File: src/rtl/dmem_port_arbiter.sv
// Arbitrates the single-port data RAM between the ARM core (read/write) and the
// VGA fetcher (read-only); CPU has priority, a bounded wait guarantees VGA a slot.
module dmem_port_arbiter #(
  parameter int ADDR_W       = 8,
  parameter int DATA_W       = 8,
  parameter int VGA_MAX_WAIT = 4,
  parameter int CNT_W        = 16
) (
  input  logic              clk_i,
  input  logic              rst_i,
  input  logic              cpu_req_i,
  input  logic              cpu_we_i,
  input  logic [ADDR_W-1:0] cpu_addr_i,
  input  logic [DATA_W-1:0] cpu_wdata_i,
  output logic              cpu_gnt_o,
  output logic [DATA_W-1:0] cpu_rdata_o,
  output logic              cpu_rvalid_o,
  input  logic              vga_req_i,
  input  logic [ADDR_W-1:0] vga_addr_i,
  output logic              vga_gnt_o,
  output logic [DATA_W-1:0] vga_rdata_o,
  output logic              vga_rvalid_o,
  output logic [ADDR_W-1:0] ram_addr_o,
  output logic [DATA_W-1:0] ram_wdata_o,
  output logic              ram_we_o,
  input  logic [DATA_W-1:0] ram_rdata_i,
  output logic [CNT_W-1:0]  conflict_cnt_o
);

  typedef enum logic [1:0] {
    OWN_NONE = 2'b00,
    OWN_CPU  = 2'b01,
    OWN_VGA  = 2'b10
  } owner_e;

  localparam logic [3:0]       MAX_WAIT_C = 4'(VGA_MAX_WAIT);
  localparam logic [CNT_W-1:0] CNT_MAX_C  = {CNT_W{1'b1}};
  localparam logic [CNT_W-1:0] CNT_ONE_C  = {{(CNT_W-1){1'b0}}, 1'b1};

  owner_e            owner_q, owner_d;
  logic [3:0]        wait_q, wait_d;
  logic [CNT_W-1:0]  cnt_q, cnt_d;
  logic [DATA_W-1:0] cpu_rdata_q, cpu_rdata_d;
  logic [DATA_W-1:0] vga_rdata_q, vga_rdata_d;
  logic              cpu_gnt_s, vga_gnt_s;

  // Grant decision, read-owner tagging, VGA starvation and contention counting.
  always_comb begin
    cpu_gnt_s = 1'b0;
    vga_gnt_s = 1'b0;
    owner_d   = OWN_NONE;
    wait_d    = 4'd0;
    cnt_d     = cnt_q;
    if (rst_i) begin
      cnt_d = {CNT_W{1'b0}};
    end else begin
      if (vga_req_i && (wait_q == MAX_WAIT_C)) begin
        vga_gnt_s = 1'b1;
      end else if (cpu_req_i) begin
        cpu_gnt_s = 1'b1;
      end else if (vga_req_i) begin
        vga_gnt_s = 1'b1;
      end else begin
        cpu_gnt_s = 1'b0;
        vga_gnt_s = 1'b0;
      end

      if (cpu_gnt_s && !cpu_we_i) begin
        owner_d = OWN_CPU;
      end else if (vga_gnt_s) begin
        owner_d = OWN_VGA;
      end else begin
        owner_d = OWN_NONE;
      end

      if (vga_req_i && !vga_gnt_s) begin
        wait_d = (wait_q >= MAX_WAIT_C) ? MAX_WAIT_C : (wait_q + 4'd1);
      end else begin
        wait_d = 4'd0;
      end

      if (cpu_req_i && vga_req_i && (cnt_q != CNT_MAX_C)) begin
        cnt_d = cnt_q + CNT_ONE_C;
      end else begin
        cnt_d = cnt_q;
      end
    end
  end

  // RAM port mux: idle cycles park the address on the CPU side with writes off.
  always_comb begin
    ram_addr_o  = cpu_addr_i;
    ram_wdata_o = cpu_wdata_i;
    ram_we_o    = 1'b0;
    if (rst_i) begin
      ram_addr_o  = {ADDR_W{1'b0}};
      ram_wdata_o = {DATA_W{1'b0}};
    end else if (vga_gnt_s) begin
      ram_addr_o = vga_addr_i;
    end else if (cpu_gnt_s) begin
      ram_we_o = cpu_we_i;
    end else begin
      ram_we_o = 1'b0;
    end
  end

  // Read return: RAM data arrives the cycle after the grant and is steered to its owner.
  always_comb begin
    cpu_rdata_d = cpu_rdata_q;
    vga_rdata_d = vga_rdata_q;
    case (owner_q)
      OWN_CPU: cpu_rdata_d = ram_rdata_i;
      OWN_VGA: vga_rdata_d = ram_rdata_i;
      default: begin
        cpu_rdata_d = cpu_rdata_q;
        vga_rdata_d = vga_rdata_q;
      end
    endcase
  end

  // Outputs are forced low while reset is held, including a return already in flight.
  always_comb begin
    cpu_gnt_o      = cpu_gnt_s;
    vga_gnt_o      = vga_gnt_s;
    cpu_rvalid_o   = 1'b0;
    vga_rvalid_o   = 1'b0;
    cpu_rdata_o    = {DATA_W{1'b0}};
    vga_rdata_o    = {DATA_W{1'b0}};
    conflict_cnt_o = {CNT_W{1'b0}};
    if (!rst_i) begin
      cpu_rvalid_o   = (owner_q == OWN_CPU);
      vga_rvalid_o   = (owner_q == OWN_VGA);
      cpu_rdata_o    = cpu_rdata_d;
      vga_rdata_o    = vga_rdata_d;
      conflict_cnt_o = cnt_q;
    end else begin
      cpu_rvalid_o = 1'b0;
      vga_rvalid_o = 1'b0;
    end
  end

  // State registers with synchronous reset.
  always_ff @(posedge clk_i) begin
    if (rst_i) begin
      owner_q     <= OWN_NONE;
      wait_q      <= 4'd0;
      cnt_q       <= {CNT_W{1'b0}};
      cpu_rdata_q <= {DATA_W{1'b0}};
      vga_rdata_q <= {DATA_W{1'b0}};
    end else begin
      owner_q     <= owner_d;
      wait_q      <= wait_d;
      cnt_q       <= cnt_d;
      cpu_rdata_q <= cpu_rdata_d;
      vga_rdata_q <= vga_rdata_d;
    end
  end

endmodule

File: config.mk
export PLATFORM = sky130hd
export DESIGN_NAME = dmem_port_arbiter
export DESIGN_NICKNAME = d
export VERILOG_FILES = /design/src/rtl/dmem_port_arbiter.sv
export SDC_FILE = /design/constraint.sdc
export NUM_CORES = 1
export LEC_CHECK = 0
export CAP_MARGIN = 20
export CORE_UTILIZATION = 41
export CTS_CLUSTER_SIZE = 12
export DETAILED_ROUTE_END_ITERATION = 10
export GPL_ROUTABILITY_DRIVEN = 0
export PLACE_DENSITY = 0.85
export SYNTH_ARGS = -nofsm -noshare
export SYNTH_HDL_FRONTEND = slang
export SYNTH_SLANG_ARGS = --single-unit
export TNS_END_PERCENT = 100
File: constraint.sdc
create_clock -name clk_i -period 2.4 [get_ports clk_i]
set_input_delay 0.36 -clock clk_i [delete_from_list [all_inputs] [get_ports clk_i]]
set_output_delay 0.36 -clock clk_i [all_outputs]
set_load 0.01 [all_outputs]
; ---- Yosys cells after proc, flatten, opt, wreduce, memory -nomap -nowiden
; Index checks and enable logic that the tools add are counted.
[word_totals]
elab_cells = 50
in_bits = 37
ff_bits = 38
out_inout_bits = 53
[op_classes]
n_bitwise = 1
order_cmp = 1
n_addsub = 2
n_reduce_logical = 10
mux = 25
n_eq_ne = 4
[ops]
columns = cell, n
row1 = 8-bit two-way mux, 7
row2 = "16-bit by 1-bit adder with 16-bit output, second input constant", 1
row3 = 16-bit two-way mux, 1
row4 = "16-bit inequality test, second input constant", 1
row5 = 1-bit two-way mux, 15
row6 = 1-bit logical AND, 5
row7 = "4-bit by 1-bit adder with 4-bit output, second input constant", 1
row8 = "4-bit by 3-bit == test with 1-bit output, second input constant", 1
row9 = "4-bit by 3-bit >= comparator with 1-bit output, second input constant", 1
row10 = 2-bit OR reduction, 2
row11 = 3-bit two-way mux, 1
row12 = 3-bit OR reduction, 1
row13 = "2-bit by 1-bit == test with 1-bit output, second input constant", 1
row14 = "2-bit == test, second input constant", 1
row15 = 1-bit zero test, 2
row16 = 2-bit two-way mux, 1
row17 = 1-bit inverter, 1

; ---- Logic depth before layout (Yosys ltp)
[depth]
ltp_word = 8
depth_mapped = 7

; ---- Worst setup path before layout
; OpenSTA, ideal clock, no wires.
[synth_timing]
path_type = register to register
from = register cnt_q[2]
to = register cnt_q[13]
stages_incl_launch_ff = 6
path_slack_ns = 0.575
setup_time_ns = 0.123
required_time_ns = 2.277
period_less_slack_ns = 1.825
n_path_buf = 1
t_arrival_ns = 1.702
path_cell_list = dfxtp_1 -> nand3_2 -> or4_1 -> buf_2 -> nor4b_2 -> mux2_1
[synth_between]
elab_chain_len = 2
word_cells_on_any_way = 3
[synth_lines]
columns = item, line_no
row1 = "start, declared", 42  ; logic [CNT_W-1:0] cnt_q, cnt_d;
row2 = "start signal, assigned", 147  ; cnt_q <= {CNT_W{1'b0}};
row3 = "start signal, assigned", 153  ; cnt_q <= cnt_d;
row4 = branches (longest 2 deep; another with 16-bit by 1-bit adder with 16-bit output), n/a
; Parallel ways; which one is timed is not known.
; A chain may end at the register's enable or synchronous reset.

; ---- Worst setup path in the final report
[layout_timing]
from = register wait_q[0]
to = output port ram_addr_o[5]
[layout_between]
elab_chain_len = 7
[layout_lines]
columns = item, line_no
row1 = "start, declared", 41  ; logic [3:0] wait_q, wait_d;
row2 = "start signal, assigned", 152  ; wait_q <= wait_d;
row3 = 4-bit by 3-bit == test with 1-bit output, 57  ; if (vga_req_i && (wait_q == MAX_WAIT_C)) begin
row4 = 1-bit logical AND, 57
row5 = 1-bit two-way mux, 57
row6 = 1-bit two-way mux (2 in series), 54  ; if (rst_i) begin
row7 = 8-bit two-way mux, 98  ; end else if (vga_gnt_s) begin
row8 = 8-bit two-way mux, 95  ; if (rst_i) begin
row9 = "end, declared", 23  ; output logic [ADDR_W-1:0] ram_addr_o,
; No other way between the ends. The select of a mux whose other input is x is not followed.

==> flow_summary.yaml <==
floorplan:
  io_pins: 90
  start_util: 0.4407
  core_um2: 4474
  die-width_um: 71.35
  die_y_um: 71.35
  die-area_um2: 5091
  rows: 24
detailed_routing:
  dr.pass1.iters: 8
  drt_iter0_drc: 82
  via_per_inst: 5.015
  wire_per_inst_um: 12.69
  ant_nets: 0
  totalWireLength_mm: 4.922
  vias: 1946
  drc: 7
min_path:
  holdPathEnd: "vga_rdata_q[3]$_DFF_P_"
  hp-start: "vga_rdata_q[3]$_DFF_P_"
  hold-path-cell-count: 2
  min_path_type: "flop to flop"
global_routing:
  grt-ovfl-total: 0
  grt_use_met3: 0.05907
  grt_pass1_wl_mm: 8.114
  antenna_found_initial: 0
  first_global_vias: 1809
  grtUsageMet1: 0.2405
  grt_usage: 0.2009
  busiest_layer: "met2"
  grt_max_degree: 53
  use_met2: 0.3545
cts:
  clockBufferDepth: 2
  cts_buffers: 5
  clkTransAtPathRegs_ps: 80
  clock-sinks: 38
  hold_buffers: 0
  cts_max_level: 2
  clk-insertion-delay-late_ps: 290
  cts_root_buf: "clkbuf_8"
  cts_tree: "built"
cells_and_area:
  fin_nets: 375
  mostFrequentLayoutCells: "79 x clkdlybuf4s50_1, 43 x nand2_1, 38 x dfxtp_1, 27 x nor2b_1, 27 x nor2_1"
  layout_commonest_cell: "clkdlybuf4s50_1"
  drive_gt1_frac: 0.1071
  area_growth_pct: 57.87
  antenna_cells: 0
synthesis:
  avgSynthCellArea_um2: 8.082
  synth.distinct_cells: 36
  syn-instance-count: 244
  synthArstFlopShare: 0
  yosys_warnings: 0
  ys_seq_area_frac: 0.3858
  synth_edf_count: 0
  synth_area_um2: 1972
  synth-main-ff-cell: "dfxtp_1"
  syn-num-nets: 284
  synth-seq-cells: 38
sta:
  setup_ws_ps: 126.2
  fin_crit_ps: 2274
  setup-tns-final_ps: 0
  period_share: 0.9474
  max_freq_mhz: 439.8
  finalSetupViolations: 0
  grt_setup_unrepaired: "false"
  hold_viol: 0
  finalClockSkew_ps: 3.821
  slew_viol_final: 0
  slew-limit-headroom: 0.6046
  tightest_slew_ps: 590.6
worst_setup_path:
  cp-start-kind: "flop"
  crit_path_top_delay_cell: "dfxtp_1"
  path_cells: "inv_1 -> ha_1 -> nand3b_1 -> a21boi_1 -> buf_6 -> buf_4 -> mux2i_1 -> nor2_1 -> dlygate4sd2_1"
  critPathRequiredTime_ps: 2040
  reg2reg_depth: 4
  rrSetupSlack_ps: 350
  worstReg2RegStart: "cnt_q[2]$_SDFFE_PP0P_"
  end_kind: "output port"
  cp_max_fo: 10
  worstPathArrival_ps: 1910
  crit_type: "flop to output port"
  slowest_delay_ps: 320
  worstReg2RegEnd: "cnt_q[11]$_SDFFE_PP0P_"
power_and_ir_drop:
  ir_drop_uv: 348.5
  powerDensity_nw_per_um2: 498.2
  p_leak_nw: 1.229
placement:
  dp_slack_ps: -8.878
  placement.io_buffers: 89
  dp_hpwl_mm: 3.659
status:
  violations: "design-rule violations"
  status: "finished with violations"
job:
  cap_viol_max_count: 0
worst max-delay path: cells and delay by family, from the launching register on:
family | cells | cell delay, ps
buffers and inverters | 4 | 630
flip-flops | 1 | 320
AO/OA/AOI/OAI | 1 | 180
multiplexers | 1 | 180
adder cells (fa/ha/maj) | 1 | 160
AND/OR/NAND/NOR | 2 | 150
worst max path at each step:
stage / start / end / cells after the start
6_report: wait_q[0]$_SDFF_PP0_ / ram_addr_o[5] / 9
5_1_grt: wait_q[0]$_SDFF_PP0_ / ram_addr_o[5] / 9
4_1_cts: wait_q[0]$_SDFF_PP0_ / ram_addr_o[4] / 8
3_5_place_dp: cpu_req_i / cnt_q[13]$_SDFFE_PP0P_ / 5
3_3_place_gp: cpu_req_i / cnt_q[15]$_SDFFE_PP0P_ / 5
2_1_floorplan: cnt_q[2]$_SDFFE_PP0P_ / cnt_q[13]$_SDFFE_PP0P_ / 5
logic make-up (layout without fill, tap and decap cells):
family / after synthesis / count (layout) / share of synthesized area
adder cells (fa/ha/maj): 3 / 3 / 0.01904
flip-flops: 38 / 38 / 0.3858
buffers and inverters: 19 / 111 / 0.03807
AO/OA/AOI/OAI: 30 / 30 / 0.08376
other: 1 / 1 / 0.001902
multiplexers: 20 / 20 / 0.1085
AND/OR/NAND/NOR: 132 / 132 / 0.3585
XOR/XNOR: 1 / 1 / 0.004442
routing by layer:
metal	share of wire	wire length, µm
met2	0.49	2410
met3	0.059	291
met1	0.44	2176
met4	0.0089	44
met5	0	0
stage by stage:
| step | cells | utilization | total power [mW] | hold WS (ps) | cell area, µm² |
|---|---|---|---|---|---|
| 2_1_floorplan | 244 | - | 0.7526 | 431.6 | 1972 |
| 3_3_place_gp | 376 | 0.6527 | 0.8897 | 444.5 | 2920 |
| 3_5_place_dp | 376 | 0.6527 | 0.8928 | 455.9 | 2920 |
| 4_1_cts | 384 | 0.6843 | 1.558 | 466.0 | 3062 |
| 5_1_grt | 388 | 0.6957 | 1.610 | 491.1 | 3113 |
| 6_report | 388 | 0.6957 | 1.551 | 464.5 | 3113 |
where the power goes:
group | internal, mW | switching (mW) | leakage, nW
clock network | 0.443 | 0.228 | 0.0714
logic | 0.137 | 0.0916 | 0.850
registers | 0.644 | 0.00751 | 0.308
synth_stat cells (2+ instances only):
| master | count | area (µm²) |
|---|---|---|
| nand2_1 | 43 | 161.4 |
| dfxtp_1 | 38 | 760.7 |
| nor2b_1 | 29 | 181.4 |
| nor2_1 | 27 | 101.4 |
| a21oi_1 | 20 | 100.1 |
| mux2_2 | 9 | 101.4 |
| mux2i_1 | 9 | 90.09 |
| buf_1 | 7 | 26.28 |
| clkbuf_1 | 5 | 18.77 |
| nor3_1 | 5 | 25.02 |
| inv_1 | 4 | 15.01 |
| nand2b_1 | 4 | 25.02 |
| nand4_1 | 4 | 25.02 |
| a31oi_1 | 3 | 18.77 |
| and4_1 | 3 | 26.28 |
| buf_2 | 3 | 15.01 |
| ha_1 | 3 | 37.54 |
| o21ai_0 | 3 | 15.01 |
| a21boi_0 | 2 | 15.01 |
| and2_1 | 2 | 12.51 |
| mux2_1 | 2 | 22.52 |
| nand3_1 | 2 | 10.01 |
| nand3b_1 | 2 | 15.01 |
| nor4b_2 | 2 | 30.03 |
| or4_1 | 2 | 15.01 |
state kept, by name, summed over array words and instances (netlist names):
| signal | count |
|---|---|
| cnt_q | 16 |
| owner_q | 2 |
| cpu_rdata_q | 8 |
| vga_rdata_q | 8 |
| wait_q | 4 |
layout make-up:
cell class                 instances  area, µm²
fill                             343       1361
multi-input combinational        187       1145
timing repair buffer              99      984.7
sequential                        38      760.7
clock buffer                       6      82.58
tap                               52      65.06
clock inverter                     2      60.06
inverter                           4      15.01
repair_timing:
action | in CTS | in global routing
resized for setup | 5 | 8
endpoints found under the setup margin | 8 | 22
setup buffers | 0 | 4
Note: power is estimated with default switching activity, not from simulation.
